[config.mk]
export PLATFORM = sky130hd
export DESIGN_NAME = add_sub_bist_flat
export DESIGN_NICKNAME = d
export VERILOG_FILES = /design/src/rtl/add_sub_bist_if.sv /design/src/rtl/add_sub_bist.sv /design/src/flat_wrapper.sv
export SDC_FILE = /design/constraint.sdc
export NUM_CORES = 1
export LEC_CHECK = 0
export ABC_AREA = 1
export CAP_MARGIN = 20
export CORE_UTILIZATION = 37
export DETAILED_ROUTE_END_ITERATION = 16
export GPL_TIMING_DRIVEN = 0
export PLACE_DENSITY = 0.57
export SYNTH_ARGS = -nofsm -noshare
export SYNTH_HDL_FRONTEND = slang
export SYNTH_SLANG_ARGS = --single-unit
[constraint.sdc]
create_clock -name clk -period 7.16 [get_ports clk]
set_input_delay 1.432 -clock clk [delete_from_list [all_inputs] [get_ports clk]]
set_output_delay 1.432 -clock clk [all_outputs]
set_load 0.02 [all_outputs]
[src/rtl/add_sub_bist_if.sv]
// Bus between the add/sub built-in self test and its environment:
// run control/status plus the operand/result lines of the unit under test.
interface add_sub_bist_if #(
   parameter int unsigned WIDTH = 32,
   parameter int unsigned CNT_W = 17
);
   logic             start;
   logic             busy;
   logic             done;
   logic             pass;
   logic [CNT_W-1:0] err_count;
   logic [CNT_W-1:0] first_fail_idx;
   logic [WIDTH-1:0] dut_a;
   logic [WIDTH-1:0] dut_b;
   logic             dut_subtract;
   logic [WIDTH-1:0] dut_sum;
   logic             dut_cout;

   modport master (
      input  start,
      output busy, done, pass, err_count, first_fail_idx,
      output dut_a, dut_b, dut_subtract,
      input  dut_sum, dut_cout
   );

   modport slave (
      output start,
      input  busy, done, pass, err_count, first_fail_idx,
      input  dut_a, dut_b, dut_subtract,
      output dut_sum, dut_cout
   );
endinterface

[src/rtl/add_sub_bist.sv]
// Built-in self test for the combinational add_and_subtract unit: LFSR operands,
// each pair checked in add then subtract mode against a golden model.
module add_sub_bist #(
   parameter int unsigned WIDTH       = 32,
   parameter int unsigned NUM_VECTORS = 100,
   parameter int unsigned CNT_W       = 17,
   parameter logic [31:0] SEED_A      = 32'hBD40_1A21,
   parameter logic [31:0] SEED_B      = 32'hECD9_1CD1
) (
   input logic            clk,
   input logic            rst_n,
   add_sub_bist_if.master bus
);

   localparam logic [WIDTH-1:0] TAPS     = WIDTH'(32'h8020_0003);
   localparam logic [WIDTH-1:0] SEED_A_W = WIDTH'(SEED_A);
   localparam logic [WIDTH-1:0] SEED_B_W = WIDTH'(SEED_B);
   // A zero seed would lock the LFSR, so it is replaced by 1.
   localparam logic [WIDTH-1:0] INIT_A   = (SEED_A_W == '0) ? WIDTH'(1) : SEED_A_W;
   localparam logic [WIDTH-1:0] INIT_B   = (SEED_B_W == '0) ? WIDTH'(1) : SEED_B_W;
   localparam logic [CNT_W-1:0] LAST_VEC = CNT_W'(NUM_VECTORS - 1);

   typedef enum logic [1:0] {IDLE, DRIVE, CHECK, DONE} state_t;

   state_t           state, state_next;
   logic [WIDTH-1:0] lfsr_a, lfsr_a_next, lfsr_b, lfsr_b_next;
   logic [CNT_W-1:0] vec, vec_next;
   logic             sub, sub_next;
   logic             failed, failed_next;
   logic             busy_q, busy_next, done_q, done_next, pass_q, pass_next;
   logic [CNT_W-1:0] err_q, err_next, err_after;
   logic [CNT_W-1:0] ffi_q, ffi_next;
   logic [WIDTH-1:0] a_q, a_next, b_q, b_next;
   logic             s_q, s_next;
   logic [WIDTH:0]   golden;
   logic             mismatch;

   function automatic logic [WIDTH-1:0] lfsr_step(input logic [WIDTH-1:0] x);
      return (x >> 1) ^ (x[0] ? TAPS : '0);
   endfunction

   always_ff @(posedge clk or negedge rst_n) begin
      if (!rst_n) begin
         state  <= IDLE;
         lfsr_a <= INIT_A;
         lfsr_b <= INIT_B;
         vec    <= '0;
         sub    <= 1'b0;
         failed <= 1'b0;
         busy_q <= 1'b0;
         done_q <= 1'b0;
         pass_q <= 1'b0;
         err_q  <= '0;
         ffi_q  <= '1;
         a_q    <= '0;
         b_q    <= '0;
         s_q    <= 1'b0;
      end else begin
         state  <= state_next;
         lfsr_a <= lfsr_a_next;
         lfsr_b <= lfsr_b_next;
         vec    <= vec_next;
         sub    <= sub_next;
         failed <= failed_next;
         busy_q <= busy_next;
         done_q <= done_next;
         pass_q <= pass_next;
         err_q  <= err_next;
         ffi_q  <= ffi_next;
         a_q    <= a_next;
         b_q    <= b_next;
         s_q    <= s_next;
      end
   end

   always_comb begin
      state_next  = state;
      lfsr_a_next = lfsr_a;
      lfsr_b_next = lfsr_b;
      vec_next    = vec;
      sub_next    = sub;
      failed_next = failed;
      busy_next   = busy_q;
      done_next   = done_q;
      pass_next   = pass_q;
      err_next    = err_q;
      ffi_next    = ffi_q;
      a_next      = a_q;
      b_next      = b_q;
      s_next      = s_q;

      // Subtract carry is that of a + ~b + 1, i.e. set when a >= b.
      if (s_q) golden = {1'b0, a_q} + {1'b0, ~b_q} + (WIDTH+1)'(1);
      else     golden = {1'b0, a_q} + {1'b0, b_q};
      mismatch  = ({bus.dut_cout, bus.dut_sum} != golden);
      err_after = err_q;
      if (mismatch && (err_q != '1)) err_after = err_q + CNT_W'(1);

      case (state)
         IDLE, DONE: begin
            if (bus.start) begin
               state_next  = DRIVE;
               busy_next   = 1'b1;
               done_next   = 1'b0;
               pass_next   = 1'b0;
               err_next    = '0;
               ffi_next    = '1;
               failed_next = 1'b0;
               vec_next    = '0;
               sub_next    = 1'b0;
               lfsr_a_next = INIT_A;
               lfsr_b_next = INIT_B;
            end
         end
         DRIVE: begin
            a_next     = lfsr_a;
            b_next     = lfsr_b;
            s_next     = sub;
            state_next = CHECK;
         end
         CHECK: begin
            err_next = err_after;
            if (mismatch && !failed) begin
               failed_next = 1'b1;
               ffi_next    = {vec[CNT_W-2:0], sub};
            end
            if (!sub) begin
               sub_next   = 1'b1;
               state_next = DRIVE;
            end else if (vec < LAST_VEC) begin
               sub_next    = 1'b0;
               vec_next    = vec + CNT_W'(1);
               lfsr_a_next = lfsr_step(lfsr_a);
               lfsr_b_next = lfsr_step(lfsr_b);
               state_next  = DRIVE;
            end else begin
               state_next = DONE;
               busy_next  = 1'b0;
               done_next  = 1'b1;
               pass_next  = (err_after == '0);
            end
         end
         default: state_next = IDLE;
      endcase
   end

   assign bus.busy           = busy_q;
   assign bus.done           = done_q;
   assign bus.pass           = pass_q;
   assign bus.err_count      = err_q;
   assign bus.first_fail_idx = ffi_q;
   assign bus.dut_a          = a_q;
   assign bus.dut_b          = b_q;
   assign bus.dut_subtract   = s_q;

endmodule
[src/flat_wrapper.sv]
// flat-port wrapper written by rule: the top's interface ports become plain ports
module add_sub_bist_flat 
#(
   parameter int unsigned WIDTH       = 32,
   parameter int unsigned NUM_VECTORS = 100,
   parameter int unsigned CNT_W       = 17,
   parameter logic [31:0] SEED_A      = 32'hBD40_1A21,
   parameter logic [31:0] SEED_B      = 32'hECD9_1CD1
)
  (clk, rst_n, bus_start, bus_busy, bus_done, bus_pass, bus_err_count, bus_first_fail_idx, bus_dut_a, bus_dut_b, bus_dut_subtract, bus_dut_sum, bus_dut_cout);
  add_sub_bist_if #(.WIDTH(WIDTH), .CNT_W(CNT_W)) bus_i ();
  input logic clk;
  input logic rst_n;
  input wire logic [$bits(bus_i.start)-1:0] bus_start;
  output wire logic [$bits(bus_i.busy)-1:0] bus_busy;
  output wire logic [$bits(bus_i.done)-1:0] bus_done;
  output wire logic [$bits(bus_i.pass)-1:0] bus_pass;
  output wire logic [$bits(bus_i.err_count)-1:0] bus_err_count;
  output wire logic [$bits(bus_i.first_fail_idx)-1:0] bus_first_fail_idx;
  output wire logic [$bits(bus_i.dut_a)-1:0] bus_dut_a;
  output wire logic [$bits(bus_i.dut_b)-1:0] bus_dut_b;
  output wire logic [$bits(bus_i.dut_subtract)-1:0] bus_dut_subtract;
  input wire logic [$bits(bus_i.dut_sum)-1:0] bus_dut_sum;
  input wire logic [$bits(bus_i.dut_cout)-1:0] bus_dut_cout;
  assign bus_i.start = bus_start;
  assign bus_busy = bus_i.busy;
  assign bus_done = bus_i.done;
  assign bus_pass = bus_i.pass;
  assign bus_err_count = bus_i.err_count;
  assign bus_first_fail_idx = bus_i.first_fail_idx;
  assign bus_dut_a = bus_i.dut_a;
  assign bus_dut_b = bus_i.dut_b;
  assign bus_dut_subtract = bus_i.dut_subtract;
  assign bus_i.dut_sum = bus_dut_sum;
  assign bus_i.dut_cout = bus_dut_cout;
  add_sub_bist #(.WIDTH(WIDTH), .NUM_VECTORS(NUM_VECTORS), .CNT_W(CNT_W), .SEED_A(SEED_A), .SEED_B(SEED_B)) u_core (.clk(clk), .rst_n(rst_n), .bus(bus_i));
endmodule
-- Word-level counts from Yosys, hierarchy flattened
Index checks and enable logic that the tools add are counted.
- order comparisons: 1
- bitwise operators: 3
- add/subtract/negate cells: 5
- reduce and logical (&&, ||, !) cells: 11
- equal/unequal tests: 10
- multiplexer cells: 40
- operators with widths (cell ; count):
    2-to-1 mux 32 bit ; 8
    case mux 32 bit (2 select lines) ; 2
    2-to-1 mux 17 bit ; 6
    case mux 17 bit (2 select lines) ; 3
    adder 32 x 32 -> 33 bit ; 2
    XOR 31 x 32 -> 32 bit ; 2
    adder 17 x 1 -> 17 bit, second input constant ; 2
    adder 33 x 1 -> 33 bit, second input constant ; 1
    2-to-1 mux 33 bit ; 1
    inequality test 33 bit ; 1
    inverter 32 bit ; 1
    logical NOT 17 bit ; 1
    less-than comparator 17 x 7 -> 1 bit, second input constant ; 1
    inequality test 17 bit, second input constant ; 1
    2-to-1 mux 1 bit ; 11
    case mux 1 bit (2 select lines) ; 5
    AND reduction 4 bit ; 2
    2-to-1 mux 2 bit ; 3
    inequality test 2 x 1 -> 1 bit, second input constant ; 3
    case mux 2 bit (3 select lines) ; 1
    == test 2 bit, second input constant ; 2
    inequality test 2 bit, second input constant ; 2
    AND reduction 3 bit ; 1
    == test 2 x 1 -> 1 bit, second input constant ; 1
    6 further kinds ; 7
- word-level logic and storage cells: 84
- bits in registers: 187
- output and inout bits: 102
- bits of input ports: 36

-- Depth between registers and ports, before layout
Gate-level depths: netlist of the first run.
- depth after elaboration: 11
- gate-level depth with buffers: 33

-- Worst setup path after synthesis of the first run
OpenSTA, ideal clock, no wires.
- kind: input to register
- start: input port bus_start
- end: register u_core.lfsr_b[10]
- stages: 10
- arrival time: 3241 ps
- library setup time: 82 ps
- buffers on the path: 2
- data required time: 7078 ps
- setup slack: 3837 ps
- cells stage by stage: nor2_1 nor2_1 inv_1 nand2_1 inv_1 nor3_2 nor2_1 clkbuf_1 clkbuf_1 a22oi_1
- word-level cells in the longest chain between the ends: 2
- ends and longest elaborated chain (element ; RTL line ; RTL):
    start, declared ; flat_wrapper.sv:14 ; input wire logic [$bits(bus_i.start)-1:0] bus_start;
    inequality test 2 bit (no line) ; - ;
    AND reduction 4 bit (no line) ; - ;
    end signal, assigned ; add_sub_bist.sv:61 ; lfsr_b <= lfsr_b_next;
    end, declared ; add_sub_bist.sv:26 ; logic [WIDTH-1:0] lfsr_a, lfsr_a_next, lfsr_b, lfsr_b_next;
Every way passes these cells.
A chain may end at the register's enable or synchronous reset.

-- Worst setup path after layout of the first run
- start: input port bus_start
- end: register u_core.lfsr_b[27]
The elaborated chain is that of the path after synthesis.

==> results.txt, run 1 <==
The run finished with clean final reports. The commonest cells after synthesis are nand2_1, inv_1, nor2_1, dfrtp_1, o21ai_0. The worst register-to-register path has a depth of 23.

The cell type with the highest aggregate area in the netlist was dfrtp_1. The tools report the maximum number of pins on one net before global-route repair as 117. The number of different library cells in the post-synthesis netlist was 46; the vias per cell was 4.899.

The critical path capture point is u_core.lfsr_b[27]$_DFFE_PN1P_. The floorplan step defined a die boundary enclosing 36000 um2. The number of antenna violations at the first check in global routing was 0. Clock tree synthesis selected as its root buffer the cell clkbuf_16. Core occupancy in the finished layout: 0.4517. Startpoint of the most critical setup path: bus_start. The layout cell share with drive strength beyond 1 came out at 0.06061. The switching part of the total power was 0.5168.

Setup repair after global routing left no endpoint under its margin. The final worst-path setup slack was 2.846 ns. Critical path capture point type: a flip-flop.

In this run the register-to-register setup slack is 3.11 ns. Including well taps, the total number of placed cells is 2535. The worst-path maximum fanout is 10, and the DRC violations left is 0.

Switching power: 3548 uW. Buffers added to address setup during post-CTS repair amount to 0. The min-delay analysis places its worst path in the category reg -> reg. Counting every instance in the synthesized netlist gives 1942.

The smallest clock period supported by the final layout is computed as 4.314 ns. For this run, the top clock speed supported by timing is 0.2318 GHz. The cell area power density was 438.8 nW/um2; the share of flip-flops with an asynchronous set or reset after synthesis was 1.000.

The portion of total power attributed to the clock network is 0.146. In this run the mean area of a mapped cell was 6.715 um2. The run gives 13040 um2 as the combined area of all synthesized cells. In this run the most critical hold path is launched from u_core.lfsr_b[18]$_DFFE_PN0P_.

The count of nets left with antenna violations once routing finished came out at 0. The first global-routing pass estimated 68470 um of wire. 138 I/O pins were placed.

The clock latency on the worst-skew pair was 0.44 ns; the relative area change from synthesis to final layout was 19.95%. For the worst setup path, the data required time is 7.51 ns. TritonCTS built the clock tree. The worst register-to-register path ends at u_core.bus.first_fail_idx[8]$_DFFE_PN1P_. The share of power burned in combinational logic came out at 0.614.

The number of antenna diodes in the final layout is 0. Number of H-tree levels: 4. The number of buffers added to fix hold violations after cts is 0. The number of rows created at floorplan was 68; the global-route usage over all layers was 0.2479. Synthesis produced a netlist with a net count of 2050. Final number of hold-violating endpoints: 0.

The total of warnings raised by yosys is 0. Yosys attributes the largest share of cell area to dfrtp_1, nand2_1, dfstp_2. Routability-driven placement finished with a final weighted congestion of 0.9637. STA puts the critical path data arrival time at 4.67 ns. In this run the vertical extent of the chip is 189.7 um. The critical path is of the in -> reg type. At the pin with the least slew margin, the transition time is 0.8056 ns.

The number of pins exceeding their max-slew limit in the final report came out at 0. For this run, the leading register cell type out of synthesis is dfrtp_1. After floorplanning, the core was sized to cover 34630 um2. Gates resized during post-CTS repair numbered 0. The clock skew was 0.009281 ns. The first detailed-routing pass took 5 iterations. The tools report the number of nets in the layout as 2207.

The wire-length estimate of the detail-placed layout is 35510 um. The run gives 0.4609 as the worst relative slew slack. The completed layout was analyzed and its total power is 6864 uW. STA classifies the critical path startpoint as an input pin.

The longest clock path from root to sink contains 2 buffers. The worst setup timing slack at the placement stage was 2.382 ns. The logs give 0 for the number of violations of the max-capacitance limit and 0.007959 uW for the leakage power total. The routed design has 43350 um of wire. For the number of standard cells in the layout, taps in and fillers out, the log shows 2567. The portion of synthesized cell area occupied by the leading cell type is 0.2706.

Among all cell types in the netlist, the one instantiated most often is nand2_1. In this run the horizontal extent of the chip is 189.7 um. The number of port buffers was 137. The total overflow left after global routing is 0. For the initial standard-cell utilization of the core, the log shows 0.3766.

The average routed wire per standard cell is 16.89 um, and the total CTS buffers is 17. The TritonCTS sink count was 187; the first-iteration detailed-routing DRC count was 806. The via count of the first global-routing pass was 12365; the count of state elements after synthesis was 187.

The final-layout fill cell count is 3622. Counting flops with a built-in enable in the synthesized netlist gives 0. The portion of total power attributed to sequential cells was 0.240; the clock slew at the register clock pins of the worst setup and hold paths was 0.07 ns.

The part of the cycle the worst path needs is 0.6025. Startpoint of the lowest-slack register-to-register path: u_core.bus.dut_b[19]$_DFFE_PN0N_. The maximum ir drop on the vdd rail was 0.0001745 V.

The logs give 0.3633 for the fraction of the yosys area taken by sequential cells and 0 for the final setup violation count. The routed layout has 12577 vias. The internal power of the cells totals 3316 uW.
-- cell type report --
class	count	area, um2	area share
Clock buffer	20	466.7	0.02984
Buffer	62	289.0	0.01848
Multi-Input combinational cell	1368	6794	0.4344
Sequential cell	187	4737	0.3029
Timing Repair Buffer	138	1404	0.08975
Tap cell	455	569.3	0.03640
Inverter	325	1220	0.07799
Clock inverter	12	161.4	0.01032
-- state kept, by name, summed over array words and instances (netlist names), 2 cells and up --
signal / count
u_core.bus.dut_a: 32
u_core.bus.err_count: 17
u_core.state: 2
u_core.bus.first_fail_idx: 17
u_core.bus.dut_b: 32
u_core.vec: 17
u_core.lfsr_b: 32
u_core.lfsr_a: 32
-- worst max-delay path, stage by stage --
cell and delay [ns]:
clkdlybuf4s50_1 0.49, nor2_1 0.10, nor2_1 0.53, inv_1 0.12, nand2_1 0.14, inv_1 0.14, nor3_2 0.52, nor2_1 0.16
clkbuf_1 0.35, clkbuf_1 0.41, a22oi_1 0.28
-- worst min path at each step --
stage                                  endpoint  slack, ns  cells after the start
6_report       u_core.bus.dut_b[18]$_DFFE_PN0N_       0.47                      2
3_5_place_dp   u_core.bus.dut_b[18]$_DFFE_PN0N_       0.47                      2
5_1_grt        u_core.bus.dut_b[18]$_DFFE_PN0N_       0.50                      2
3_3_place_gp   u_core.bus.dut_b[14]$_DFFE_PN0N_       0.46                      2
2_1_floorplan   u_core.bus.dut_a[1]$_DFFE_PN0N_       0.45                      2
4_1_cts        u_core.bus.dut_b[18]$_DFFE_PN0N_       0.48                      2
-- placed cells by master (no fill, tap or decap), types with 3 or more instances in the layout --
| cell type | netlist | routed |
|---|---|---|
| o21ai_1 | 8 | 8 |
| o21bai_1 | 11 | 11 |
| nor3_1 | 22 | 22 |
| nand4_1 | 14 | 14 |
| and2_1 | 5 | 5 |
| bufinv_16 | 0 | 3 |
| o211ai_1 | 8 | 8 |
| buf_2 | 22 | 22 |
| clkinv_1 | 4 | 4 |
| nor4_1 | 7 | 7 |
| nand2_1 | 628 | 628 |
| dfrtp_1 | 141 | 141 |
| nor2_2 | 8 | 8 |
| nand3_2 | 3 | 3 |
| xor2_1 | 20 | 20 |
| clkdlybuf4s50_1 | 0 | 136 |
| inv_2 | 3 | 3 |
| clkbuf_1 | 31 | 31 |
| a22oi_1 | 26 | 26 |
| nand3b_1 | 15 | 15 |
| buf_4 | 3 | 3 |
| a22o_1 | 3 | 3 |
| o21ai_0 | 108 | 108 |
| a21oi_1 | 90 | 90 |
| nand3_1 | 96 | 96 |
| o22ai_1 | 30 | 30 |
| dfstp_2 | 46 | 46 |
| a21o_1 | 3 | 3 |
| inv_1 | 318 | 318 |
| xnor2_1 | 4 | 4 |
| ha_1 | 70 | 70 |
| clkbuf_16 | 0 | 17 |
| nor2_1 | 172 | 172 |
| clkbuf_8 | 0 | 3 |
-- power groups by stage --
stage,registers (uW),logic (uW),clock network [uW]
floorplan,1770,2570,0
global placement,1660,4170,0
detailed placement,1670,4200,0
CTS,1650,4220,1020
global route,1680,4750,1070
finish,1650,4210,1010
-- metal layers --
layer	track usage	part of all wire	vias to the layer above
met1	0.3271	0.46	5817
met4	0.08127	0.026	0
li1	-	-	6412
met3	0.02712	0.042	50
met2	0.4221	0.48	298
met5	0	0	-
-- logic make-up (layout without fill, tap and decap cells) --
kind of cell / count (synthesis) / count (layout) / synth area share
simple gates: 977 / 977 / 0.3069
xor+xnor: 24 / 24 / 0.01612
compound gates: 295 / 295 / 0.1278
buf+inv: 387 / 557 / 0.1157
flops: 187 / 187 / 0.3633
fa+ha+maj: 72 / 72 / 0.07024
-- through the flow --
stage | TNS [ns] | instance area [um2] | hold WS, ns
after CTS | 0 | 15640 | 0.4824
after global routing | 0 | 15640 | 0.5043
final | 0 | 15640 | 0.4746
after floorplan | 0 | 13040 | 0.4498
after global placement | -462.97 | 14980 | 0.4647
after detailed placement | 0 | 15010 | 0.4666
Note: power is estimated with default switching activity, not from simulation.
==> run 2: changes to the inputs <==
==> constraint.sdc (replaced) <==
create_clock -name clk -period 4 [get_ports clk]
set_input_delay 0.8 -clock clk [delete_from_list [all_inputs] [get_ports clk]]
set_output_delay 0.8 -clock clk [all_outputs]
set_load 0.02 [all_outputs]
==> results.txt, run 2 (synthesized netlist as in run 1, its figures left out) <==
The detailed router finished its first iteration with 762 violations. Number of antenna violations at the first check in global routing: 0. The worst path meets setup with 0.2781 ns of slack. The run gives 0.3766 as the initial standard-cell utilization of the core.

The first global-routing pass estimated 68470 um of wire. The logs give 36000 um2 for the area enclosed by the die boundary and 4 for the number of H-tree levels. 0 antenna diodes ended up in the layout.

Cell internal power was estimated by the tool at 6113 uW. The worst setup path is captured at a flip-flop. Along the worst path, the maximum fanout reaches 10. The kind of cell adding the most delay to the critical path is simple AND/OR/NAND/NOR gates.

For the worst setup path, the data arrival time is 4.05 ns. For this design the static power due to leakage is 0.008036 uW. The layout cell share with drive strength beyond 1 is 0.09099. Number of top-level design ports: 138. For the clock skew, the log shows 0.009386 ns. The tools report the maximum number of pins on one net before global-route repair as 117. At the end of routability-driven placement, the weighted congestion stood at 0.9637.

The tools report the via count of the first global-routing pass as 12365. The logs give 17 for the total CTS buffers and 0.4544 for the worst relative slew slack. The worst-margin pin slew was 0.8184 ns; the routed via count was 12669. For the number of nets in the layout, the log shows 2216. The length in cells of the worst reg-to-reg path is 21, and the number of rows created at floorplan is 68. For the global-route usage over all layers, the log shows 0.2479. The tools report the standard cell core area as 34630 um2. The tools report the switching power as 6503 uW. The final number of hold-violating endpoints is 0, and the clock slew at the register clock pins of the worst setup and hold paths is 0.07 ns. In the layout the commonest cells are nand2_1, inv_1, nor2_1. IR analysis of the VDD net gives a maximum drop of 0.0003118 V.

The portion of total power attributed to sequential cells was 0.234; the required time reported for the critical path endpoint was 4.33 ns. The tools report the number of routed nets with antenna violations as 0. Setup violations remaining at the end of the flow were counted as 0.

The slowest library cell on the worst path is buf_1. For the post-place instance area, the log shows 15010 um2. Derived from the worst setup path, the maximum achievable clock frequency is 0.2687 GHz.

The startpoint of the most critical setup path was u_core.bus.dut_subtract$_DFFE_PN0N_. The overall routed net length came out at 43690 um. Critical path start-end classification: reg -> reg.

The part of the cycle the worst path needs is 0.9305. STA classifies the critical path startpoint as a flip-flop. The switching part of the total power works out to 0.5155. Total buffers and inverters traversed by the critical path: 4. Walking the worst path, the cells encountered are buf_2 > buf_1 > nand2_1 > nand2_1 > nand2_1 > nand3_1 > nand2_1 > nor2_1 > nand3_1 > nor2_2 > nand3_4 > buf_6 > buf_6 > nand3_1 > nand2_1 > nand2_1 > nor2_1 > nand2_1 > nor2_1 > nand2_1 > nand2_1.

In this run the worst hold path is classified as in -> async. After routing the design area is 15970 um2. The share of power burned in combinational logic was 0.624. For the internal reg-to-reg setup slack, the log shows 0.28 ns. The die is 189.7 um tall.

The core occupancy in the finished layout was 0.4611. For the portion of total power attributed to the clock network, the log shows 0.143. For the sum of net half-perimeters after detailed placement, the log shows 35510 um.

In this run the critical register-to-register path is launched from u_core.bus.dut_subtract$_DFFE_PN0N_. Subtracting the final worst setup slack from the clock period gives 3.722 ns. The terminus of the critical flop-to-flop path was u_core.bus.pass$_DFFE_PN0P_.

Worst stage delay on the critical path: 0.65 ns. Dividing the detail-routed wire length by the instance count gives 16.96 um. The detailed-routing iteration count for the pre-antenna-repair pass came out at 5.

For the minimum hold slack, the log shows 0.3225 ns. Clock tree synthesis selected as its root buffer the cell clkbuf_16. TritonCTS built the clock tree. For this run the aggregate overflow at the end of global routing stands at 0.

The total negative slack is 0 ns. The most numerous cell on the critical path is nand2_1. The tools report the DRC violations left as 0. For the number of pins exceeding their max-slew limit in the final report, the log shows 0.

The library cell used most frequently in the layout, excluding fill and tap cells, is nand2_1. The count of buffers added on input and output ports is 137. From left edge to right edge, the die measures 189.7 um. The run gives 187 as the TritonCTS sink count. The worst setup timing slack at the placement stage is -0.1456 ns, and the maximum number of buffers from clock root to sink is 2. The relative area change from synthesis to final layout came out at 22.45%.

The vias per cell came out at 4.918. The clock latency on the worst-skew pair was 0.44 ns. The run finished with clean final reports. The number of violations of the max-capacitance limit came out at 0.

Dividing total power by cell area gives a power density of 790.1 nW/um2.
## run 2: cell count changes in the layout (fill, tap and decap cells not counted), moves of 9 or more
cell | previous run | this run
buf_2 | 22 | 13
buf_4 | 3 | 14
dfrtp_1 | 141 | 132
dfrtp_2 | 0 | 9
nand2_1 | 628 | 616
nand2_2 | 1 | 11
nor2_1 | 172 | 162
## run 2: final cells by class
class	instances	area, um2
Timing Repair Buffer	147	1471
Inverter	325	1224
Clock inverter	12	161.4
Clock buffer	20	466.7
Sequential cell	187	4748
Tap cell	455	569.3
Fill cell	3618	18660
Buffer	62	317.8
Multi-Input combinational cell	1368	7009
## run 2: worst max-delay path by stage
stage	to	slack [ns]	depth (start not counted)
after CTS	u_core.bus.first_fail_idx[7]$_DFFE_PN1P_	0.03	22
after global placement	u_core.bus.dut_a[7]$_DFFE_PN0N_	-5.61	1
final	u_core.bus.pass$_DFFE_PN0P_	0.28	21
after floorplan	u_core.bus.pass$_DFFE_PN0P_	0.96	28
after global routing	u_core.bus.pass$_DFFE_PN0P_	-0.006	31
after detailed placement	u_core.lfsr_a[9]$_DFFE_PN1P_	-0.15	11
## run 2: worst register-to-register path: cells and delay by family (launching register included)
family        cells  cell delay [ns]
simple gates     17             1.72
flops             1             0.60
buf+inv           4             1.29
## run 2: per-stage QoR
| step | cells | power [uW] |
|---|---|---|
| floorplan | 1942 | 7778 |
| global placement | 2534 | 10450 |
| detailed placement | 2535 | 10500 |
| CTS | 2567 | 12360 |
| global route | 2576 | 13740 |
| finish | 2576 | 12620 |
## run 2: what timing repair did
action	4_1_cts	5_1_grt
cloned	0	1
buffers inserted	0	8
setup endpoints to repair	10	69
hold buffers	0	0
gates resized for setup	3	82
pin swaps	0	3
## run 2: layer usage
layer | vias up | routed length (um) | track usage
met4 | 0 | 1189 | 0.08127
met3 | 54 | 1705 | 0.02712
met5 | - | 0 | 0
li1 | 6440 | - | -
met1 | 5908 | 20140 | 0.3271
met2 | 267 | 20660 | 0.4221
## run 2: power by group through the flow
stage                     clock, uW  sequential, uW  combinational [uW]
after floorplan                   0            3170                4610
after global placement            0            2980                7470
after detailed placement          0            2990                7520
after CTS                      1830            2960                7570
after global routing           1920            3010                8820
final                          1800            2950                7870
==> run 3: changes to the inputs <==
==> constraint.sdc (replaced) <==
create_clock -name clk -period 4.1 [get_ports clk]
set_input_delay 0.615 -clock clk [delete_from_list [all_inputs] [get_ports clk]]
set_output_delay 0.615 -clock clk [all_outputs]
set_load 0.02 [all_outputs]
==> results.txt, run 3 (synthesized netlist as in run 1, its figures left out) <==
The cell family contributing the most delay on the critical path is simple AND/OR/NAND/NOR gates. The number of buffers added to fix hold violations after cts was 0; the average routed wire per standard cell was 16.93 um. The most numerous cell on the critical path is nand2_1. Prior to clock tree synthesis, the placed netlist has a worst setup slack of 0.09068 ns. For the sum of overflow across all layers after global routing, the log shows 0. Leaving out fill and tap cells, the most frequent cell in the layout is nand2_1. Summing all placed instances gives a cell area of 15010 um2.

Clock skew on the completed layout was measured at 0.009061 ns. The top cell types in the final layout, fill and taps aside, are nand2_1, inv_1, nor2_1. The final number of hold-violating endpoints was 0. Wire segments on met2 add up to 20560 um in the final route.

The number of routed nets with antenna violations came out at 0. Clock-pin slew was measured on the worst setup and hold paths at 0.07 ns. The worst relative slew slack is 0.4734. The root buffer cell chosen for the clock tree is clkbuf_16.

The met1 layer wirelength in the final routing is 20000 um, and the share of power burned in combinational logic is 0.617. The layout cell share with drive strength beyond 1 came out at 0.07332. The final non-filler cell area is 15750 um2, and the worst stage delay on the critical path is 0.48 ns. Final worst-path setup slack: 0.2476 ns. TritonCTS built the clock tree.

The maximum number of buffers from clock root to sink came out at 2. Of all nets on the critical path, the largest fanout is 10. The global-route usage over all layers is 0.2479. Hold timing on the final database bottoms out at a slack of 0.1401 ns.

The time the worst path needs with I/O delays and setup works out to 3.852 ns. The later pin in the worst-skew pair is clocked with a latency of 0.44 ns. VDD sags by at most 0.0003039 V. For the standard cell core area, the log shows 34630 um2.

The number of nets in the layout was 2209. 138 I/O pins were placed. Timing would allow up to 0.2596 GHz.

For the number of antenna violations at the first check in global routing, the log shows 0. The first global-routing pass estimated 68470 um of wire. On the critical path, the stage with the largest delay is an instance of dfrtp_1.

Critical path data arrival time: 4.22 ns. The tools report the portion of total power attributed to sequential cells as 0.238. After detailed routing, the number of remaining DRC violations is 0. Critical path launch point type: a flip-flop.

For the sum of net half-perimeters after detailed placement, the log shows 35510 um. The switching part of the total power was 0.5168. The signal on the critical path passes through inv_1 > ha_1 > inv_1 > nand2_1 > inv_1 > nand2_1 > nor3_1 > nand3_1 > nand2_1 > nand2_1 > nand2_1 > nand2_1 > or2_0 > nand3_1 > nor2_2 > nand3_4 > buf_6 > nand2_1 > nor2_2 > buf_2 > a21oi_1. STA classifies the critical path endpoint as a flip-flop.

The die covers 36000 um2. For this block, the via count after detailed routing is 12674. The area growth from synthesis to layout is 20.78%.

The analysis attributes to cell leakage a power of 0.007975 uW. The chip width works out to 189.7 um. The logs give 43490 um for the overall routed net length and 807 for the first-iteration detailed-routing DRC count. The portion of total power attributed to the clock network was 0.145. For the number of violations of the max-capacitance limit, the log shows 0.

The run finished with clean final reports. At the pin with the least slew margin, the transition time is 0.7900 ns. The total CTS buffers was 17.

Cell area power density: 767.4 nW/um2. The internal power was 5840 uW; the number of pins exceeding their max-slew limit in the final report was 0. The critical path is of the reg -> reg type.

For this run, the detailed router's first-pass iteration total came to 7. The tools report the via count of the first global-routing pass as 12365. The vias per cell is 4.933. In this run the core area contains 68 standard-cell rows. The number of antenna diodes in the final layout is 0. The part of the cycle the worst path needs was 0.9396. Input and output buffers added on the ports amount to 137. The worst hold path belongs to the class in -> async. STA puts the critical path data required time at 4.46 ns.

The TritonCTS sink count was 187. The floorplan step set the die height to 189.7 um. Together, buffers and inverters on the worst path number 5. At the end of routability-driven placement, the weighted congestion stood at 0.9637. The maximum number of pins on one net before global-route repair was 117; the final setup violation count was 0. The H-tree was split into 4 levels. Adding up every negative setup slack in the final design gives 0 ns. The initial standard-cell utilization of the core came out at 0.3766. The highest metal layer carrying signal wires in the routed design is met4. The switching power was 6247 uW. For the wire length on met3, the log shows 1730 um.
## run 3: changes by cell type in the layout (fill, tap and decap cells not counted), moves of 3 or more
cell,delta
nand3_2,-6
a21oi_1,+3
dfrtp_1,+4
ha_2,-3
buf_2,+6
ha_1,+6
nand2_1,+7
dfrtp_2,-4
buf_4,-8
clkbuf_4,-5
nand3_1,+6
ha_4,-3
nand2_2,-7
a21oi_2,-3
## run 3: final timing paths
| kind | from | end | slack, ns | cells after the start |
|---|---|---|---|---|
| worst max-delay path | u_core.bus.dut_b[18]$_DFFE_PN0N_ | u_core.bus.first_fail_idx[8]$_DFFE_PN1P_ | 0.25 | 21 |
| worst min-delay path | rst_n | u_core.bus.dut_b[30]$_DFFE_PN0N_ | 0.14 | 1 |
| worst max register to register | u_core.bus.dut_b[18]$_DFFE_PN0N_ | u_core.bus.first_fail_idx[8]$_DFFE_PN1P_ | 0.25 | 21 |
| worst min register to register | u_core.lfsr_b[18]$_DFFE_PN0P_ | u_core.bus.dut_b[18]$_DFFE_PN0N_ | 0.48 | 2 |
| max in group asynchronous | rst_n | u_core.bus.dut_a[6]$_DFFE_PN0N_ | 2.95 | 2 |
| min in group clk | u_core.lfsr_b[18]$_DFFE_PN0P_ | u_core.bus.dut_b[18]$_DFFE_PN0N_ | 0.48 | 2 |
## run 3: power by group through the flow
stage          Combinational [uW]  Clock [uW]  Sequential [uW]
5_1_grt                      8390        1870             2930
6_report                     7450        1750             2880
2_1_floorplan                4500           0             3090
3_5_place_dp                 7330           0             2920
4_1_cts                      7370        1790             2880
3_3_place_gp                 7290           0             2910
## run 3: what timing repair did
action                     4_1_cts  5_1_grt
buffers inserted                 0        1
setup endpoints to repair        0       39
resized for setup                0       35
## run 3: stage by stage
step                      cells  total power [uW]    util
after detailed placement   2535             10250  0.4336
after CTS                  2567             12040  0.4517
final                      2569             12090  0.4548
after global placement     2534             10190  0.4326
after floorplan            1942              7588       -
after global routing       2569             13200  0.4548
## run 3: worst register-to-register path, delay by kind of cell, from the launching register on
kind,cells,cell delay [ns]
flip-flops,1,0.48
AO/OA/AOI/OAI,1,0.10
adder cells (fa/ha/maj),1,0.43
AND/OR/NAND/NOR,14,2.00
buffers and inverters,5,0.76
## run 3: area by class of cell
class / instances / area, um2
multi-input cells: 1368 / 6874
inverters: 325 / 1220
clock inverters: 12 / 161.4
clock buffers: 20 / 466.7
flip-flops and latches: 187 / 4743
repair buffers: 140 / 1419
plain buffers: 62 / 296.5
well taps: 455 / 569.3
fillers: 3625 / 18880
## run 3: metal layers
layer / vias to the layer above / GRT usage
met5: - / 0
met4: 0 / 0.08127
met3: 57 / 0.02712
met2: 278 / 0.4221
met1: 5912 / 0.3271
li1: 6427 / -
